`src/rtl/spi_program_loader_if.sv`:
```
// rtl/spi_program_loader_if.sv - host byte stream into the SPI program loader
interface spi_program_loader_if;
  logic       in_valid;
  logic       in_ready;
  logic [7:0] in_data;
  logic       in_sel;
  logic       in_last;

  modport master (output in_valid, in_data, in_sel, in_last, input in_ready);
  modport slave  (input in_valid, in_data, in_sel, in_last, output in_ready);
endinterface

```
`src/rtl/spi_program_loader.sv`:
```
// rtl/spi_program_loader.sv - serialises host bytes MSB first onto an instruction or data
// SPI memory, inserts an idle gap between bursts, then hands control to the processor.
module spi_program_loader #(
  parameter int GAP_CYCLES = 2
) (
  input  logic                       clk,
  input  logic                       rst,
  spi_program_loader_if.slave        host,
  input  logic                       run_i,
  output logic                       csi,
  output logic                       csd,
  output logic                       mosi,
  output logic                       proc_en,
  output logic                       busy
);

  typedef enum logic [1:0] {IDLE, SHIFT, GAP, RUN} state_t;

  state_t     state, state_n;
  logic [2:0] bit_cnt, bit_cnt_n;
  logic [3:0] gap_cnt, gap_cnt_n;
  logic [7:0] byte_q, byte_n;
  logic       sel_q, sel_n;
  logic       last_q, last_n;
  logic       csi_n, csd_n, mosi_n, proc_en_n, busy_n;
  logic       ready_c;
  logic       take;

  // A new byte may only chain onto the current burst when it targets the same memory.
  always_comb begin
    ready_c = 1'b0;
    case (state)
      IDLE:    ready_c = !run_i;
      SHIFT:   ready_c = (bit_cnt == 3'd0) && !last_q && (host.in_sel == sel_q);
      default: ready_c = 1'b0;
    endcase
  end

  assign host.in_ready = ready_c && !rst;
  assign take          = host.in_valid && host.in_ready;

  always_comb begin
    state_n   = state;
    bit_cnt_n = bit_cnt;
    gap_cnt_n = gap_cnt;
    byte_n    = byte_q;
    sel_n     = sel_q;
    last_n    = last_q;
    csi_n     = 1'b1;
    csd_n     = 1'b1;
    mosi_n    = 1'b0;
    proc_en_n = 1'b0;

    case (state)
      IDLE: begin
        if (run_i) begin
          state_n   = RUN;
          proc_en_n = 1'b1;
        end else if (take) begin
          state_n   = SHIFT;
          bit_cnt_n = 3'd7;
          byte_n    = host.in_data;
          sel_n     = host.in_sel;
          last_n    = host.in_last;
          mosi_n    = host.in_data[7];
          csi_n     = host.in_sel;
          csd_n     = !host.in_sel;
        end
      end
      SHIFT: begin
        if (bit_cnt != 3'd0) begin
          bit_cnt_n = bit_cnt - 3'd1;
          mosi_n    = byte_q[bit_cnt - 3'd1];
          csi_n     = sel_q;
          csd_n     = !sel_q;
        end else if (take) begin
          bit_cnt_n = 3'd7;
          byte_n    = host.in_data;
          sel_n     = host.in_sel;
          last_n    = host.in_last;
          mosi_n    = host.in_data[7];
          csi_n     = host.in_sel;
          csd_n     = !host.in_sel;
        end else if (last_q || (host.in_valid && (host.in_sel != sel_q))) begin
          state_n   = GAP;
          gap_cnt_n = 4'(GAP_CYCLES - 1);
        end else begin
          state_n   = IDLE;
        end
      end
      GAP: begin
        if (gap_cnt == 4'd0) state_n = IDLE;
        else                 gap_cnt_n = gap_cnt - 4'd1;
      end
      RUN: begin
        if (run_i) proc_en_n = 1'b1;
        else       state_n   = IDLE;
      end
      default: state_n = IDLE;
    endcase

    busy_n = (state_n == SHIFT) || (state_n == GAP);
  end

  always_ff @(posedge clk) begin
    if (rst) begin
      state   <= IDLE;
      bit_cnt <= 3'd0;
      gap_cnt <= 4'd0;
      byte_q  <= 8'd0;
      sel_q   <= 1'b0;
      last_q  <= 1'b0;
      csi     <= 1'b1;
      csd     <= 1'b1;
      mosi    <= 1'b0;
      proc_en <= 1'b0;
      busy    <= 1'b0;
    end else begin
      state   <= state_n;
      bit_cnt <= bit_cnt_n;
      gap_cnt <= gap_cnt_n;
      byte_q  <= byte_n;
      sel_q   <= sel_n;
      last_q  <= last_n;
      csi     <= csi_n;
      csd     <= csd_n;
      mosi    <= mosi_n;
      proc_en <= proc_en_n;
      busy    <= busy_n;
    end
  end

endmodule

```
`src/flat_wrapper.sv`:
```
// flat-port wrapper written by rule: the top's interface ports become plain ports
module spi_program_loader_flat 
#(
  parameter int GAP_CYCLES = 2
)
  (clk, rst, run_i, csi, csd, mosi, proc_en, busy, host_in_valid, host_in_data, host_in_sel, host_in_last, host_in_ready);
  spi_program_loader_if host_i ();
  input  logic clk;
  input  logic rst;
  input  logic run_i;
  output logic csi;
  output logic csd;
  output logic mosi;
  output logic proc_en;
  output logic busy;
  input wire logic [$bits(host_i.in_valid)-1:0] host_in_valid;
  input wire logic [$bits(host_i.in_data)-1:0] host_in_data;
  input wire logic [$bits(host_i.in_sel)-1:0] host_in_sel;
  input wire logic [$bits(host_i.in_last)-1:0] host_in_last;
  output wire logic [$bits(host_i.in_ready)-1:0] host_in_ready;
  assign host_i.in_valid = host_in_valid;
  assign host_i.in_data = host_in_data;
  assign host_i.in_sel = host_in_sel;
  assign host_i.in_last = host_in_last;
  assign host_in_ready = host_i.in_ready;
  spi_program_loader #(.GAP_CYCLES(GAP_CYCLES)) u_core (.clk(clk), .rst(rst), .host(host_i), .run_i(run_i), .csi(csi), .csd(csd), .mosi(mosi), .proc_en(proc_en), .busy(busy));
endmodule
```
`config.mk`:
```
export PLATFORM = sky130hd
export DESIGN_NAME = spi_program_loader_flat
export DESIGN_NICKNAME = d
export VERILOG_FILES = /design/src/rtl/spi_program_loader_if.sv /design/src/rtl/spi_program_loader.sv /design/src/flat_wrapper.sv
export SDC_FILE = /design/constraint.sdc
export NUM_CORES = 1
export LEC_CHECK = 0
export CORE_MARGIN = 3
export CORE_UTILIZATION = 53
export CTS_CLUSTER_SIZE = 25
export DETAILED_ROUTE_END_ITERATION = 8
export GPL_TIMING_DRIVEN = 0
export PLACE_DENSITY_LB_ADDON = 0.15
export SYNTH_ARGS = -nofsm -noshare
export SYNTH_HDL_FRONTEND = slang
export SYNTH_SLANG_ARGS = --single-unit
```
`constraint.sdc`:
```
create_clock -name clk -period 2.3 [get_ports clk]
set_input_delay 0.46 -clock clk [delete_from_list [all_inputs] [get_ports clk]]
set_output_delay 0.46 -clock clk [all_outputs]
set_load 0.1 [all_outputs]
```
# Word-level counts from Yosys, hierarchy flattened
# Cells that the tools add are included.
[totals]
mem_bits_rw = 0
regBits = 24
romBits = 0
input_bits = 14
latchBits = 0
memories = 0
word_cells = 95
[classes]
addsub = 2
n_mux = 45
n_reduce_logical = 23
div = 0
magnitude_cmp = 1
multipliers = 0
bitwise_logic = 1
n_eq_ne = 12
n_shift = 0
[ops]
columns = ["op", "count"]
rows = [
  ["8-bit two-way mux", 3],
  ["1-bit two-way mux", 17],
  ["4-bit two-way mux", 4],
  ["8-bit case mux with 2 select lines", 1],
  ["2-bit two-way mux", 7],
  ["1-bit case mux with 2 select lines", 6],
  ["3-bit two-way mux", 3],
  ["2-bit inequality test, second input constant", 4],
  ["2-bit case mux with 4 select lines", 1],
  ["4-bit case mux with 2 select lines", 1],
  ["2-bit equality test, second input constant", 3],
  ["3-bit case mux with 2 select lines", 1],
  ["1-bit logical AND", 5],
  ["1-bit logical NOT", 5],
  ["5-bit AND reduction", 1],
  ["2-bit by 1-bit equality test with 1-bit output, second input constant", 2],
  ["4-bit logical NOT", 1],
  ["3-bit by 4-bit < comparator with 1-bit output, second input constant", 1],
  ["2-bit nonzero test", 2],
  ["2-bit OR reduction", 2],
  ["4-bit by 1-bit subtractor with 4-bit output, second input constant", 1],
  ["1-bit binary-select mux with 3-bit select", 1],
  ["3-bit logical NOT", 1],
  ["3-bit AND reduction", 1],
  ["9 further kinds", 10],
]

# Logic depth before layout (Yosys ltp)
# Gate-level depths: netlist of the first run.
[depth]
word_depth = 11
mapped_depth = 9
depth_no_buf = 7

# Worst setup path before layout of the first run
# Ideal clock, no wire load.
[synth_timing]
path_kind = "reg-to-output"
start = "reg u_core.state[0]"
end = "out host_in_ready"
t_arrival_ps = 2463
setup_slack_ps = -623
path_stages_with_launch = 7
t_required_ps = 1840
path_cell_list = "dfxtp_1 inv_1 ha_1 clkbuf_1 nand2b_1 o31ai_1 nor2b_1"
[synth_between]
elab_chain_len = 3
elab_cells_between_ends = 4
[synth_rtl]
columns = ["item", "line", "rtl"]
rows = [
  ["start, declared", "spi_program_loader.sv:19", "state_t state, state_n;"],
  ["start signal, assigned", "spi_program_loader.sv:119", "state <= state_n;"],
  ["2-bit by 1-bit equality test with 1-bit output or 2-bit logical NOT (tied branches)", "spi_program_loader.sv:32", "case (state)"],
  ["1-bit case mux with 2 select lines *", "spi_program_loader.sv:32", ""],
  ["1-bit logical AND *", "spi_program_loader.sv:39", "assign host.in_ready = ready_c && !rst;"],
  ["end, declared", "flat_wrapper.sv:20", "output wire logic [$bits(host_i.in_ready)-1:0] host_in_ready;"],
]
# Mark *: on every way between the ends. The rest lies on a longest branch, timed or not.

# Worst setup path in the final report of the first run
[layout_timing]
start = "reg u_core.busy"
end = "out busy"
[layout_rtl]
columns = ["item", "line", "rtl"]
rows = [
  ["start, declared", "spi_program_loader.sv:14", "output logic busy"],
  ["start signal, assigned", "spi_program_loader.sv:129", "busy <= busy_n;"],
  ["end, declared", "flat_wrapper.sv:15", "output logic busy;"],
]
# No word-level cell between the ends.

==> impl_results.md, run 1 <==
- Post-synth EDFFs: 0
- Die height: ~57 um
- Dominant synthesized flop cell: dfxtp_1
- Max Clock Freq: 446 MHz
- Sequential area share after synthesis: between 30% and 40%
- Die Wd: 57.0 um
- Ports: 20
- Worst path buffer plus inverter count: 1
- Worst setup EP type: output pin
- Sw Share: 42.5%
- Worst reg2reg path depth: 7
- GR Overflow Total: 0
- Initial DRC Count: 25
- Clock buffer count from CTS: 3
- Clock share of power: roughly 14%
- Yosys top cell area share: 34.8%
- CTS tree: built
- Std-Cell Rows: 17
- Slowest stage delay, CP: about 1100 ps
- Layout fillers: 188
- Internal cell power: 922 uW
- CP cell instances: clkdlybuf4s50_1
- Setup TNS: 0 ps
- Crit-path slowest cell: clkdlybuf4s50_1
- Fin. Hold Viols: 0
- Leak: 0.000689 uW
- Count leader, synth: dfxtp_1
- Gr usage total: between 20% and 30%
- Vias in the first global route: around 1200
- Area leader, netlist: dfxtp_1
- Cell count after synthesis: 148
- # setup viols final: 0
- Core Footprint: 2340 um^2
- Period minus WS final: 2240 ps
- Clock sinks: 24
- DRT Pass-1 Iters: 4
- Commonest cells post-synth: dfxtp_1 (24), nor2_1 (20), mux2i_1 (12)
- CTS Buffer Depth: 2
- Synth cell types: 45
- Max-cap violation count: 0
- Clk_skew: 4.22 ps
- Status: complete, no violations
- Max Slew Vio Count: 0
- Critical Path RT: 1840 ps
- Vias: 1187
- Sw Pwr: 682 uW
- Worst reg2reg startpoint: u_core.state[0]
- Ant. Diodes: 0
- Synthesized cell area: 1380 um^2
- PortBufs: 18
- Gate power share: 52.2%
- Post-synth net total: 170
- Drt via density: a little under 6
- Hold endpoint: u_core.byte_q[1]
- Share of layout cells above drive strength 1: 17.0%
- FFs w/ async S/R, synth: 0%
- RR Endpoint: u_core.busy
- Layout area overhead: 24.2%
- Worst slew pin tran: 966 ps
- Worst skew pair latency: 310 ps
- PnR Total Power: 1600 uW
- Crit path DAT: between 1500 and 2000 ps
- Hold path startpoint: u_core.byte_q[1]
- Initial antenna violation count: 0
- Clk root buf: clkbuf_4
- Avg Inst Size Synth: 9.32 um^2
- Peak VDD IR: 0.000668 V
- CTS H-tree depth: 1
- Drt wl/cell: 15.7 um
- DRT antenna net count: 0
- DP HPWL: 2380 um
- Initial core utilization: 58.9%
- CP Launch Type: flip-flop
- Synth Register Bits: 24
- Fin crit share: 97.4%
- Synth top area cells: dfxtp_1 (35%), mux2i_1 (8.7%), ha_1 (7.3%)
- Hold Crit Class: reg2reg
- Final nets: roughly 190
- Hold depth: 2
- Pwr dens: roughly 940 nW/um^2
- Largest net degree at the start of global routing: 14
- Setup CP Type: reg2out
- Crit-path leading delay family: buffers and inverters
- Max FO, Critical Path: 1
- R2R Setup Slk: 330 ps
- Final RePlAce weighted congestion: 0.904
- Die area: 3250 um^2
- Relative slew slack: 35.4%
- Wire length of the first global-routing pass: 5420 um
- Residual DRC: 0
- Reg power frac: 33.9%
- Yosys warnings: 0
- Final WL: about 3100 um
- Clock Pin Slew Worst Setup and Hold Paths: 130 ps
power groups by stage:
stage               Combinational (uW)  Sequential, uW  Clock, uW
floorplan                          478             651          0
global placement                   732             540          0
detailed placement                 757             547          0
CTS                                798             539        230
global route                       909             554        244
finish                             837             544        223
how the worst max path moves through the flow:
stage | startpoint | to | slack [ps] | cells after the start
6_report | u_core.busy | busy | 60 | 1
5_1_grt | run_i | host_in_ready | -4 | 5
4_1_cts | u_core.state[1] | host_in_ready | 20 | 6
3_5_place_dp | host_in_sel | host_in_ready | -1150 | 5
3_3_place_gp | host_in_sel | host_in_ready | -1120 | 5
2_1_floorplan | u_core.state[0] | host_in_ready | 180 | 6
layout by cell type, fill, tap and decap left out, types with 5 or more instances in the layout:
cell             instances
o21ai_0                  6
nor2_1                  20
mux2i_1                 12
nand2b_1                 5
dfxtp_1                 22
a21oi_1                  6
nand2_1                  5
inv_1                    7
ha_1                     5
clkdlybuf4s50_1         16
state kept, by name, summed over array words and instances, names as in the netlist, 2 cells and up:
signal	count
u_core.bit_cnt	3
u_core.byte_q	8
u_core.state	2
u_core.gap_cnt	4
metal layers:
layer / vias to the layer above / global-route usage, % / share of wire [%]
li1: 577 / - / -
met1: 563 / 26.4 / 42
met2: 36 / 36.1 / 51
met3: 11 / 2.49 / 4.4
met4: 0 / 7.62 / 2.4
met5: - / 0 / 0
cell families after synthesis:
kind of cell / share of synthesized area [%]
multiplexers: 12.0
buffers and inverters: 4.17
adder cells (fa/ha/maj): 7.26
AND/OR/NAND/NOR: 18.5
XOR/XNOR: 3.09
AO/OA/AOI/OAI: 20.1
flip-flops: 34.8
area by class of cell:
type	count	area [um^2]	area share, %
Buffer	5	23.8	1.39
Tap cell	28	35.0	2.05
Clock buffer	4	36.3	2.12
Timing Repair Buffer	20	204	11.9
Inverter	8	30.0	1.75
Multi-Input combinational cell	110	901	52.6
Sequential cell	24	483	28.2
timing repair:
item / CTS / global route
pin swaps: 1 / 2
hold buffers: 0 / 0
buffers inserted: 1 / 1
endpoints found under the hold margin: 0 / 0
resized for setup: 17 / 4
cloned: 0 / 0
endpoints found under the setup margin: 1 / 1
metrics by stage:
stage	util [%]	setup slack (ps)	std cells	hold slack, ps	cell area, um^2
floorplan	-	185	148	458	1390
global placement	68.4	-1120	194	471	1600
detailed placement	68.4	-1150	194	490	1600
CTS	71.9	18.0	198	521	1680
global route	73.2	-4.25	199	566	1710
finish	73.2	60.2	199	517	1710
Power figures use the tool's default switching activity.
==> run 2, diff against run 1 <==
CORE_UTILIZATION = 48   (was 53)
SLEW_MARGIN = 0   (was not set)
clock period = 1.8 ns   (was 2.3 ns; I/O delays follow)
==> impl_results.md, run 2 (same netlist as run 1, synthesis figures left out) <==
- Status: finished with violations
- Failing checks: setup timing
- Gr usage total: 21.1% (+0.30 points)
- Hold Crit Class: reg2reg
- DRT Pass-1 Iters: 4 (unchanged)
- Crit path DAT: 1710 ps (-70 ps)
- Die area: 3550 um^2 (+9.3%)
- Worst path buffer plus inverter count: 2 (+1)
- Clock buffer count from CTS: 3 (unchanged)
- Wire length of the first global-routing pass: 5620 um (+3.7%)
- Fin. Hold Viols: 0 (unchanged)
- Relative slew slack: 63.2% (+28 points)
- Worst setup EP type: output pin
- Final WL: 3470 um (+11%)
- Pwr dens: 1190 nW/um^2 (+27%)
- Largest register FFs: 8 (unchanged)
- Placed cell count: 196 (+1.0%)
- Max FO, Critical Path: 4 (+3)
- Sw Pwr: 922 uW (+35%)
- Register area: 492 um^2 (+1.8%)
- Unrepaired setup endpoints after global routing: yes
- Clock Pin Slew Worst Setup and Hold Paths: 140 ps (about the same)
- Vias: 1206 (+1.6%)
- Gate power share: 54.5% (+2.3 points)
- GR Overflow Total: 0 (unchanged)
- Layout fillers: 200 (+6.4%)
- Max Slew Vio Count: 0 (unchanged)
- Slowest stage delay, CP: 370 ps (-760 ps)
- # setup viols final: 12 (+12)
- Initial core utilization: 52.8% (-6.2 points)
- Setup CP Type: reg2out
- Fin worst setup slack: -271 ps (-331 ps)
- Final non-filler cell total: 209 (+5.0%)
- DRT antenna net count: 0 (unchanged)
- Worst skew pair latency: 320 ps (about the same)
- Std-Cell Rows: 18 (+1)
- Fin crit share: 115%
- Ant. Diodes: 0 (unchanged)
- Largest net degree at the start of global routing: 14 (unchanged)
- Critical Path RT: 1440 ps (-400 ps)
- Peak VDD IR: 0.00103 V (+55%)
- CP Launch Type: flip-flop
- Max-cap violation count: 0 (unchanged)
- Vias in the first global route: 1196 (+1.3%)
- Die height: 59.6 um (+4.5%)
- Drt via density: 5.77 (-3.3%)
- Core Footprint: 2610 um^2 (+12%)
- Commonest non-fill, non-tap cell in the layout: nor2_1
- Leak: 0.000755 uW (+9.5%)
- Clk root buf: clkbuf_4
- Initial DRC Count: 68 (+170%)
- Area of the multi-input gates: 925 um^2 (+2.6%)
- Internal cell power: 1250 uW (+36%)
- Fin Hold WS: 521 ps (+4.06 ps)
- Share of layout cells above drive strength 1: 30.2% (+13 points)
- Period minus WS final: 2070 ps
- Reg power frac: 32.1% (-1.8 points)
- Sw Share: 42.4% (-0.17 points)
- Clock share of power: 13.3% (-0.6 points)
- Residual DRC: 0 (unchanged)
- CP cell instances: inv_4 > ha_4 > nand3b_1 > o31ai_4 > nor2b_4 > buf_12
- Final RePlAce weighted congestion: 0.853 (-5.6%)
- Initial antenna violation count: 0 (unchanged)
- Die Wd: 59.6 um (+4.5%)
- Cts hold-fix bufs: 0 (unchanged)
- DP HPWL: 2400 um (+0.97%)
- Clock sinks: 24 (unchanged)
- CTS tree: built
- Most frequent cells in the layout: nor2_1 (20), dfxtp_1 (19), mux2i_1 (12), buf_4 (10), clkdlybuf4s50_1 (10)
- Layout area overhead: 32.8%
- Largest regs: u_core.byte_q x8, u_core.gap_cnt x4, u_core.bit_cnt x3
- Ports: 20 (unchanged)
- Largest reg by FF count: u_core.byte_q
- Worst slew pin tran: 553 ps (-414 ps)
- CTS H-tree depth: 1 (unchanged)
- Crit-path leading delay family: simple AND/OR/NAND/NOR gates
- Drt wl/cell: 16.6 um (+5.6%)
- Clk_skew: 8.16 ps (+3.94 ps)
- PortBufs: 18 (unchanged)
- Crit-path slowest cell: dfxtp_2
- CTS Buffer Depth: 2 (unchanged)
- Final nets: 202 (+4.1%)
- Max Clock Freq: 483 MHz
-- run 2: worst register-to-register path, stage by stage, from the launching register on --
cell	delay (ps)
dfxtp_4	400
inv_2	60
ha_2	190
clkbuf_8	140
buf_4	170
nor4_2	280
o21ai_2	110
buf_4	210
mux2i_1	160
nor2_1	60
-- run 2: path summary, 6_finish.rpt --
kind	from	endpoint	slack, ps	cells after the start
max	u_core.bit_cnt[0]	host_in_ready	-270	6
min	u_core.byte_q[3]	u_core.byte_q[3]	520	2
max reg2reg	u_core.state[0]	u_core.byte_q[0]	-100	9
min reg2reg	u_core.byte_q[3]	u_core.byte_q[3]	520	2
-- run 2: repair_timing --
item	4_1_cts	5_1_grt
cloned	0	0
setup endpoints to repair	19	20
buffers inserted	8	1
pin swaps	3	6
resized for setup	33	11
-- run 2: layer usage --
metal	GRT usage [%]	part of all wire [%]
met5	0	0
met4	9.18	1.6
met3	3.27	3.4
met2	34.8	52
met1	27.0	43
-- run 2: power by group through the flow --
stage,Sequential (uW),Combinational [uW],Clock [uW]
floorplan,843,644,0
global placement,702,976,0
detailed placement,708,1010,0
CTS,695,1110,298
global route,713,1280,322
finish,699,1190,290
-- run 2: through the flow --
stage	instance area, um^2	setup TNS, ps	total power [uW]	utilization [%]	setup WS (ps)
global placement	1640	-7240	1680	62.8	-1290
global route	1830	-2350	2310	70.1	-341
detailed placement	1640	-7640	1710	62.8	-1300
CTS	1780	-1220	2100	68.0	-257
finish	1830	-1060	2180	70.1	-271
floorplan	1420	-64.1	1490	-	-64.1
-- run 2: layout make-up --
cell class	count	area share (%)
multi-input cells	110	50.5
plain buffers	6	2.19
well taps	30	2.05
repair buffers	27	14.5
clock buffers	4	1.98
inverters	8	1.91
flip-flops and latches	24	26.9
==> run 3, diff against run 2 <==
CORE_UTILIZATION = 45   (was 48)
PLACE_DENSITY = 0.71   (was not set)
PLACE_DENSITY_LB_ADDON = not set   (was 0.15)
==> impl_results.md, run 3 (same netlist as run 1, synthesis figures left out) <==
- Final non-filler cell total: 208 (-0.48%)
- Initial DRC Count: 63 (-7.4%)
- Layout area overhead: 32.8% (unchanged)
- Unrepaired setup endpoints after global routing: yes
- CTS H-tree depth: 1 (unchanged)
- Pwr dens: 1230 nW/um^2 (+3.6%)
- Hold Crit Class: in2reg
- Drt wl/cell: 16.2 um (-2.5%)
- Worst slack, placed: -1340 ps (-39.6 ps)
- Final WL: 3370 um (-3.0%)
- Worst skew pair latency: 330 ps (about the same)
- Launch point of the worst path: u_core.state[1]
- Residual DRC: 0 (unchanged)
- Fin worst setup slack: -244 ps (+27.4 ps)
- Fin crit share: 114% (-1.5 points)
- Fin. Hold Viols: 0 (unchanged)
- Worst setup EP type: output pin
- Hold path startpoint: run_i
- DP HPWL: 2360 um (-1.6%)
- CP Launch Type: flip-flop
- CTS tree: built
- # setup viols final: 12 (unchanged)
- Setup CP Type: reg2out
- Die area: 3760 um^2 (+6.0%)
- Wire length of the first global-routing pass: 5440 um (-3.3%)
- Clock buffer count from CTS: 3 (unchanged)
- Ports: 20 (unchanged)
- PortBufs: 18 (unchanged)
- Critical Path RT: 1440 ps (about the same)
- Largest net degree at the start of global routing: 15 (+1)
- Clock sinks: 24 (unchanged)
- Clk_skew: 7.14 ps (-1.02 ps)
- CP cell instances: inv_4 > ha_4 > nand3b_1 > o31ai_4 > nor2b_4 > buf_12
- GR Overflow Total: 0 (unchanged)
- Largest register FFs: 8 (unchanged)
- Leak: 0.000752 uW (-0.33%)
- Crit path DAT: 1680 ps (-30 ps)
- Final nets: 200 (-0.99%)
- Clk root buf: clkbuf_4
- Crit-path slowest cell: dfxtp_4
- Max FO, Critical Path: 4 (unchanged)
- CTS Buffer Depth: 2 (unchanged)
- DRT antenna net count: 0 (unchanged)
- Slowest stage delay, CP: 380 ps (about the same)
- Share of layout cells above drive strength 1: 27.1% (-3.0 points)
- Initial antenna violation count: 0 (unchanged)
- Gr usage total: 19.3% (-1.8 points)
- Die height: 61.4 um (+3.0%)
- Worst reg2reg startpoint: u_core.state[1]
- Largest regs: u_core.byte_q x8, u_core.gap_cnt x4, u_core.bit_cnt x3
- Drt via density: 5.91 (+2.4%)
- Initial core utilization: 48.7% (-4.0 points)
- Max Slew Vio Count: 0 (unchanged)
- Final RePlAce weighted congestion: 0.823 (-3.5%)
- Placed cell count: 197 (+0.51%)
- Max Clock Freq: 489 MHz (+1.3%)
- Max-cap violation count: 0 (unchanged)
- Worst slew pin tran: 565 ps (+12.2 ps)
- Peak VDD IR: 0.000895 V (-13%)
- Clock Pin Slew Worst Setup and Hold Paths: 140 ps (about the same)
- Status: finished with violations
- Relative slew slack: 62.3% (-0.82 points)
- Commonest non-fill, non-tap cell in the layout: dfxtp_1
- Most frequent cells in the layout: dfxtp_1 (21), nor2_1 (20), mux2i_1 (12), clkdlybuf4s50_1 (10), buf_4 (8)
- Vias: 1229 (+1.9%)
- Std-Cell Rows: 19 (+1)
- Largest reg by FF count: u_core.byte_q
- Vias in the first global route: 1224 (+2.3%)
- Ant. Diodes: 0 (unchanged)
- Die Wd: 61.4 um (+3.0%)
- Failing checks: setup timing
- DRT Pass-1 Iters: 4 (unchanged)
- Core Footprint: 2830 um^2 (+8.3%)
- Period minus WS final: 2040 ps (-27.4 ps)
## run 3: cell types whose count changed in the layout (fill, tap and decap cells not counted), sizes merged
| cell | change |
|---|---|
| clkbuf | -2 |
| bufinv | +1 |
| buf | -1 |
## run 3: repair_timing
action	in CTS	in global routing
setup buffers	4	3
pin swaps	3	4
endpoints found under the hold margin	0	0
endpoints found under the setup margin	18	17
resized for setup	33	7
hold buffers	0	0
gates cloned	0	0
## run 3: final timing paths
kind	end	slack (ps)	cells after the start
max	host_in_ready	-240	6
min	u_core.proc_en	470	2
max reg2reg	u_core.byte_q[2]	-150	10
min reg2reg	u_core.byte_q[0]	510	2
## run 3: layout make-up
type                            instances  area [um^2]
Inverter                                8         35.0
Sequential cell                        24          489
Timing Repair Buffer                   25          250
Tap cell                               31         38.8
Clock inverter                          1         30.0
Clock buffer                            3         22.5
Buffer                                  6         37.5
Fill cell                             240          998
Multi-Input combinational cell        110          927
## run 3: power by group
| part | internal [uW] | switching (uW) | total, uW | leakage [uW] |
|---|---|---|---|---|
| Combinational | 487 | 667 | 1150 | 0.000527 |
| Sequential | 625 | 72.2 | 697 | 0.000198 |
| Clock | 225 | 177 | 402 | 0.0000279 |
## run 3: through the flow
step	util (%)	power (uW)	cell area, um^2	hold WS [ps]	TNS [ps]
finish	64.7	2250	1830	466	-1620
detailed placement	58.1	1710	1640	485	-7970
global route	64.7	2380	1830	461	-2860
global placement	58.1	1680	1640	477	-7410
CTS	63.1	2190	1780	518	-573
floorplan	-	1490	1420	458	-64.1
## run 3: per-layer routing
| metal | wire length [um] | vias up | share of wire (%) | track usage (%) |
|---|---|---|---|---|
| li1 | - | 596 | - | - |
| met2 | 1710 | 36 | 51 | 34.3 |
| met1 | 1430 | 588 | 42 | 23.4 |
| met4 | 71 | 0 | 2.1 | 7.58 |
| met3 | 150 | 9 | 4.5 | 2.73 |
| met5 | 0 | - | 0 | 0 |
## run 3: worst max-delay path, delay by kind of cell (launching register included)
family | cells | cell delay (ps)
AND/OR/NAND/NOR | 2 | 360
buffers and inverters | 2 | 240
adder cells (fa/ha/maj) | 1 | 150
flip-flops | 1 | 380
AO/OA/AOI/OAI | 1 | 220
